## src/rtl/branch_predictor_bimodal.sv

```systemverilog
// Bimodal branch predictor: a PC-indexed table of 2-bit saturating counters,
// swept to weak-not-taken after reset, with resolved/correct branch statistics.
module branch_predictor_bimodal #(
  parameter int ENTRY = 1024,
  parameter int IDX_W = 10
) (
  input  logic        clk,
  input  logic        rst,
  input  logic [31:0] pred_pc,
  output logic        pred_taken,
  input  logic        upd_valid,
  input  logic [31:0] upd_pc,
  input  logic        upd_taken,
  input  logic        upd_pred,
  output logic        ready,
  output logic [31:0] branch_count,
  output logic [31:0] correct_count
);

  typedef enum logic {INIT, RUN} state_t;

  localparam logic [IDX_W-1:0] LAST_IDX = IDX_W'(ENTRY - 1);

  state_t           state, state_d;
  logic [IDX_W-1:0] init_addr;
  logic [1:0]       ram [ENTRY];
  logic [IDX_W-1:0] pred_idx, upd_idx;
  logic             unused_pc_bits;

  function automatic logic [1:0] ctr_next(input logic [1:0] ctr, input logic up);
    if (up) return (ctr == 2'b11) ? ctr : ctr + 2'b01;
    else    return (ctr == 2'b00) ? ctr : ctr - 2'b01;
  endfunction

  function automatic logic [31:0] sat_inc(input logic [31:0] val);
    return (val == 32'hFFFF_FFFF) ? val : val + 32'd1;
  endfunction

  // Word-aligned PCs: drop the byte offset, keep IDX_W bits; upper bits alias.
  assign pred_idx = pred_pc[IDX_W+1:2];
  assign upd_idx  = upd_pc[IDX_W+1:2];
  assign unused_pc_bits = ^{pred_pc[31:IDX_W+2], pred_pc[1:0],
                            upd_pc[31:IDX_W+2], upd_pc[1:0]};

  // Read-before-write: the lookup sees the stored value, updates land next edge.
  assign pred_taken = ready & ~rst & ram[pred_idx][1];

  always_comb begin
    state_d = state;
    case (state)
      INIT:    if (init_addr == LAST_IDX) state_d = RUN;
      RUN:     state_d = RUN;
      default: state_d = INIT;
    endcase
  end

  always_ff @(posedge clk) begin
    if (rst) begin
      state         <= INIT;
      init_addr     <= '0;
      ready         <= 1'b0;
      branch_count  <= '0;
      correct_count <= '0;
    end else begin
      state <= state_d;
      ready <= (state_d == RUN);
      if (state == INIT) init_addr <= init_addr + IDX_W'(1);
      if (state == RUN && upd_valid) begin
        branch_count <= sat_inc(branch_count);
        if (upd_taken == upd_pred) correct_count <= sat_inc(correct_count);
      end
    end
  end

  // Table contents survive reset; only the INIT sweep rewrites them.
  always_ff @(posedge clk) begin
    if (!rst) begin
      if (state == INIT)
        ram[init_addr] <= 2'b01;
      else if (upd_valid)
        ram[upd_idx] <= ctr_next(ram[upd_idx], upd_taken);
    end
  end

endmodule

```

## config.mk

```make
export PLATFORM = sky130hd
export DESIGN_NAME = branch_predictor_bimodal
export DESIGN_NICKNAME = d
export VERILOG_FILES = /design/src/rtl/branch_predictor_bimodal.sv
export SDC_FILE = /design/constraint.sdc
export NUM_CORES = 2
export LEC_CHECK = 0
export CAP_MARGIN = 5
export CORE_MARGIN = 2
export CORE_UTILIZATION = 25
export DETAILED_ROUTE_END_ITERATION = 7
export PLACE_DENSITY_LB_ADDON = 0.05
export SYNTH_ARGS = -nofsm -noshare
export SYNTH_HDL_FRONTEND = slang
export SYNTH_SLANG_ARGS = --single-unit
```

## constraint.sdc

```tcl
create_clock -name clk -period 107 [get_ports clk]
set_input_delay 32.1 -clock clk [delete_from_list [all_inputs] [get_ports clk]]
set_output_delay 32.1 -clock clk [all_outputs]
set_load 0.01 [all_outputs]
```

* Word level (Yosys, flattened, before mapping)
Memory sizes are Yosys's and may differ from the RTL's.
Cells that the tools add are included.
** Storage, ports and cells
- Bits in latches :: 0
- Memories :: 1
- RAM bits :: 2048
- Register bits :: 75
- Bits of input ports :: 69
- Output and inout bits :: 66
- Bits in read-only memories :: 0
** Cells by class
- Shift-type cells :: 0
- Multiply operators :: 0
- Equal/unequal tests :: 5
- Reductions and logical operators :: 5
- Divide/modulo/power cells :: 0
- Magnitude comparators :: 0
- Add/subtract/negate cells :: 5
- Bitwise gates (word level) :: 6
- Mux-type cells :: 18
** Memories
- ram :: depth 1024, bits a word 2, rd ports 2, clocked after memory_dff 0, write ports 1, line 26 : logic [1:0] ram [ENTRY];
** Operator list (number)
- $add 32x1->32 const B :: 2
- $eq 32x32->1 const B :: 2
- $mux 2 :: 7
- $add 10x1->10 const B :: 1
- $eq 10x10->1 const B :: 1
- $mux 10 :: 1
- $mux 1 :: 9
- $not 1->1 :: 4
- $reduce_and 3->1 :: 1
- $add 2x1->2 const B :: 1
- $and 1x1->1 :: 2
- $eq 2x2->1 const B :: 1
- $logic_not 2->1 :: 1
- $pmux 1 s2 :: 1
- $reduce_and 2->1 :: 1
- $reduce_or 2->1 :: 1
- $sub 2x1->2 const B :: 1
- $eq 1x1->1 :: 1
- $logic_and 1x1->1 :: 1

* Depth between registers and ports, before layout
An unclocked memory read counts as a cell.
- Depth in word-level cells :: 8
- Depth in mapped cells :: 17

* Worst setup path before layout
Ideal clock, no wire load.
- Kind :: input -> register
- Start :: input upd_pc[2]
- End :: memory ram[0][0] (data pin)
- Required time :: 101.114 ns
- Setup time :: 5.886 ns
- Data arrival time :: 62.044 ns
- Cell stages on the path :: 15
- Slack :: 39.070 ns
- Cells stage by stage :: buf_4 buf_6 buf_6 buf_2 buf_4 mux2i_1 o221ai_1 o32ai_1 a21oi_1 a2111o_1 a32oi_1 o221ai_1 o311a_1 nand2b_1 a22oi_1
** On the way
- Cells in the longest elaborated chain, start to end :: 8
- Elaborated cells between the ends (all ways) :: 12
** Ends and longest elaborated chain
- from (decl) :: line 12 : input logic [31:0] upd_pc,
- $mem_v2 1024x2 *
- $sub 2x1->2 (tied with other cells) :: line 32 : else return (ctr == 2'b00) ? ctr : ctr - 2'b01;
- $mux 2, on equally long branches :: line 32, 31
- $mux 2 * :: line 31 : if (up) return (ctr == 2'b11) ? ctr : ctr + 2'b01;
- $mux 2 * :: line 80 : else if (upd_valid)
- $mux 2 * :: line 78 : if (state == INIT)
- $mux 2 * :: line 77 : if (!rst) begin
- $mux 2 (no source line) *
- to (decl) :: line 26
Every way passes the cells marked *; elsewhere a longest branch is shown, timed or not. The select of a mux whose other input is x is not followed.

* Worst setup path after layout
- Start :: input pred_pc[2]
- End :: output pred_taken
** On the way
- Cells in the longest elaborated chain, start to end :: 2
** Ends and longest elaborated chain
- from (decl) :: line 9 : input logic [31:0] pred_pc,
- $mem_v2 1024x2
- $and 1x1->1 :: line 46 : assign pred_taken = ready & ~rst & ram[pred_idx][1];
- to (decl) :: line 10 : output logic pred_taken,
No other way between the ends.

==> flow_metrics.tcl <==
set metrics [dict create \
    rsz0062_at_grt "false" \
    numCtsBuffers 275 \
    syn_area_um2 95100 \
    die_h_um 621 \
    fin_crit_sh 0.652 \
    async_reset_ff_frac 0 \
    grt_pass1_vias 58200 \
    drt-total-wl_mm 384 \
    drc 0 \
    syn_nets 5799 \
    rr_endpoint "ram[980][1]$_DFFE_PP_" \
    path_class "in -> out" \
    rrSetupSlack_ns 99.63 \
    vias 55700 \
    core_um2 379000 \
    reg2reg_from "ram[158][0]$_DFFE_PP_" \
    h-tree-depth 5 \
    num-fill-cells 37600 \
    p_leak_nw 37.4 \
    dp_hpwl_mm 226 \
    ys_ff_latch 2123 \
    ios 135 \
    wl_per_cell_um 34.8 \
    synth_enable_flop_cells 2048 \
    critPathArrivalTime_ns 37.63 \
    maxSlewHeadroom 0.124 \
    syn_to_final_growth_pct 16.0 \
    setup_violations 0 \
    hold_violations 0 \
    critPathLaunchType "input port" \
    syn_avg_cell_area_um2 16.6 \
    synth_cells 5727 \
    crit_fanout 45 \
    dr.first_iter.drc_count 4847 \
    power_density_nw_per_um2 17.1 \
    report.final.slew_viol_count 0 \
    viasPerCell 5.05 \
    dp_slack_ns 37.13 \
    post_cts_resized 0 \
    clock_latency_ns 0.92 \
    worst_pin_slew_ns 1.31 \
    ys_warn_count 0 \
    numClockSinks 2123 \
    hp-class "reg -> reg" \
    fin_crit_ns 69.73 \
    cts_root_buffer "clkbuf_16" \
    antenna_found_initial 42 \
    grt_pass1_wl_mm 522 \
    holdBufCountCts 0 \
    grtUsageTotal 0.197 \
    fmax_ghz 0.0143 \
    crit_path_end "pred_taken" \
    overflow 0 \
    cts_tree "built" \
    routabilityCongestion 0.759 \
    cp.required_ns 74.90 \
    dieArea_um2 385000 \
    initial_core_util 0.251 \
    r2r_cells 12 \
    synth.distinct_cells 74 \
    fin_nets 5876 \
    ir_drop_mv 0.00961 \
    endpoint_kind "primary output" \
    maxCapViolCount 0 \
    fin_ws_ns 37.27 \
    grt_max_degree 217 \
    critPathLaunch "pred_pc[2]" \
    rows 226 \
    port_buffers 90 \
    drt-pass1-iter-count 6 \
    clk_pin_slew_ns 0.05 \
    finClkSkew_ns 0.0791 \
    die_x_um 621 \
    yosysSeqAreaShare 0.662 \
    antenna_left 0 \
    synth_top_flop_cell "edfxtp_1" \
    cts_buffer_depth 4 \
    post_cts_buffers 0 \
    status "finished, final reports clean" \
    drive_gt1_frac 0.237 \
    finalSetupTns_ns 0 \
]
-- critical path, stage by stage --
cell and delay [ns]:
buf_8 0.40, buf_4 0.73, buf_4 0.68, mux4_2 0.62, mux4_2 0.61, mux4_2 0.51, mux4_2 0.61, mux2i_1 0.26
o21ai_1 0.27, clkdlybuf4s50_1 0.57
-- power by group --
| group | leakage (nW) | switching, W | internal, W |
|---|---|---|---|
| combinational | 10.1 | 0.0000632 | 0.0000293 |
| sequential | 23.2 | 0.000000204 | 0.000897 |
| clock | 4.10 | 0.000375 | 0.000520 |
-- metrics by stage --
step | area [µm²] | cells | utilization | hold WS, ns | power (W)
floorplan | 95100 | 5727 | - | 0.510 | 0.000965
detailed placement | 102000 | 10500 | 0.269 | 0.498 | 0.00101
global route | 110000 | 11000 | 0.291 | 0.529 | 0.00194
global placement | 102000 | 10500 | 0.269 | 0.502 | 0.00101
CTS | 110000 | 11000 | 0.291 | 0.508 | 0.00191
finish | 110000 | 11000 | 0.291 | 0.502 | 0.00188
-- cell families (layout without fill, tap and decap cells) --
logic type | Yosys count | count (layout) | share of synthesized area
adder cells (fa/ha/maj) | 3 | 3 | 0.000395
other | 0 | 14 | 0
AND/OR/NAND/NOR | 1652 | 1652 | 0.0711
XOR/XNOR | 56 | 56 | 0.00516
multiplexers | 981 | 981 | 0.207
flip-flops | 2123 | 2123 | 0.662
AO/OA/AOI/OAI | 415 | 415 | 0.0300
buffers and inverters | 497 | 775 | 0.0245
-- cells in the final DEF, fill, tap and decap left out, drive strengths merged, types with 19 or more instances in the layout --
cell / instances
nand3: 61
nand2: 246
o21ai: 62
xnor2: 19
mux2i: 185
nor2: 1157
clkbuf: 353
dfxtp: 75
a31oi: 21
and3: 26
mux4: 785
clkinv: 98
nor3: 28
a21oi: 80
a22oi: 68
xor2: 37
buf: 206
o22ai: 37
o221ai: 46
inv: 24
or3: 21
edfxtp: 2048
clkdlybuf4s50: 75
and2: 23
-- registers in the layout, indices dropped and copies added, names as in the netlist --
name / cells
branch_count: 32
correct_count: 32
init_addr: 10
ram: 2048
state: 1
-- synthesized netlist by cell type (all sizes together), types with 18 or more instances --
| library cell | count | area share |
|---|---|---|
| edfxtp | 2048 | 0.65 |
| nand2 | 246 | 0.0097 |
| and3 | 26 | 0.0017 |
| nand4 | 18 | 0.0012 |
| dfxtp | 75 | 0.016 |
| mux2i | 185 | 0.019 |
| mux4 | 785 | 0.19 |
| a22oi | 68 | 0.0054 |
| xor2 | 37 | 0.0034 |
| nor3 | 28 | 0.0015 |
| o22ai | 37 | 0.0024 |
| o21ai | 62 | 0.0033 |
| o221ai | 46 | 0.0042 |
| nand3 | 61 | 0.0032 |
| clkbuf | 314 | 0.012 |
| xnor2 | 19 | 0.0017 |
| a21oi | 80 | 0.0042 |
| or3 | 21 | 0.0014 |
| nor2 | 1157 | 0.046 |
| a31oi | 21 | 0.0014 |
| buf | 168 | 0.011 |
| and2 | 23 | 0.0015 |
-- final cells by class --
cell class                      count  area, µm²  share of cell area
Sequential cell                  2123      63000               0.571
Multi-Input combinational cell   3107      30200               0.273
Clock buffer                      352       7340              0.0665
Tap cell                         5016       6280              0.0569
Timing Repair Buffer              282       2440              0.0221
Clock inverter                    126       1040             0.00945
Inverter                           15       66.3            0.000601
Antenna cell                       14       35.0            0.000317
-- layer usage --
layer | global-route usage | wire length [µm] | up-vias
li1 | - | - | 23000
met1 | 0.276 | 174000 | 30700
met2 | 0.328 | 185000 | 1560
met3 | 0.0216 | 16400 | 389
met4 | 0.0455 | 8310 | 2
met5 | 0 | 13 | -
-- how the worst min path moves through the flow --
| stage | start | to | cells after the start |
|---|---|---|---|
| after floorplan | branch_count[16]$_SDFFE_PP0P_ | branch_count[16]$_SDFFE_PP0P_ | 2 |
| after global placement | branch_count[9]$_SDFFE_PP0P_ | branch_count[9]$_SDFFE_PP0P_ | 2 |
| after detailed placement | correct_count[11]$_SDFFE_PP0P_ | correct_count[11]$_SDFFE_PP0P_ | 2 |
| after CTS | correct_count[9]$_SDFFE_PP0P_ | correct_count[9]$_SDFFE_PP0P_ | 2 |
| after global routing | correct_count[11]$_SDFFE_PP0P_ | correct_count[11]$_SDFFE_PP0P_ | 2 |
| final | correct_count[9]$_SDFFE_PP0P_ | correct_count[9]$_SDFFE_PP0P_ | 2 |
Power figures use the tool's default switching activity.
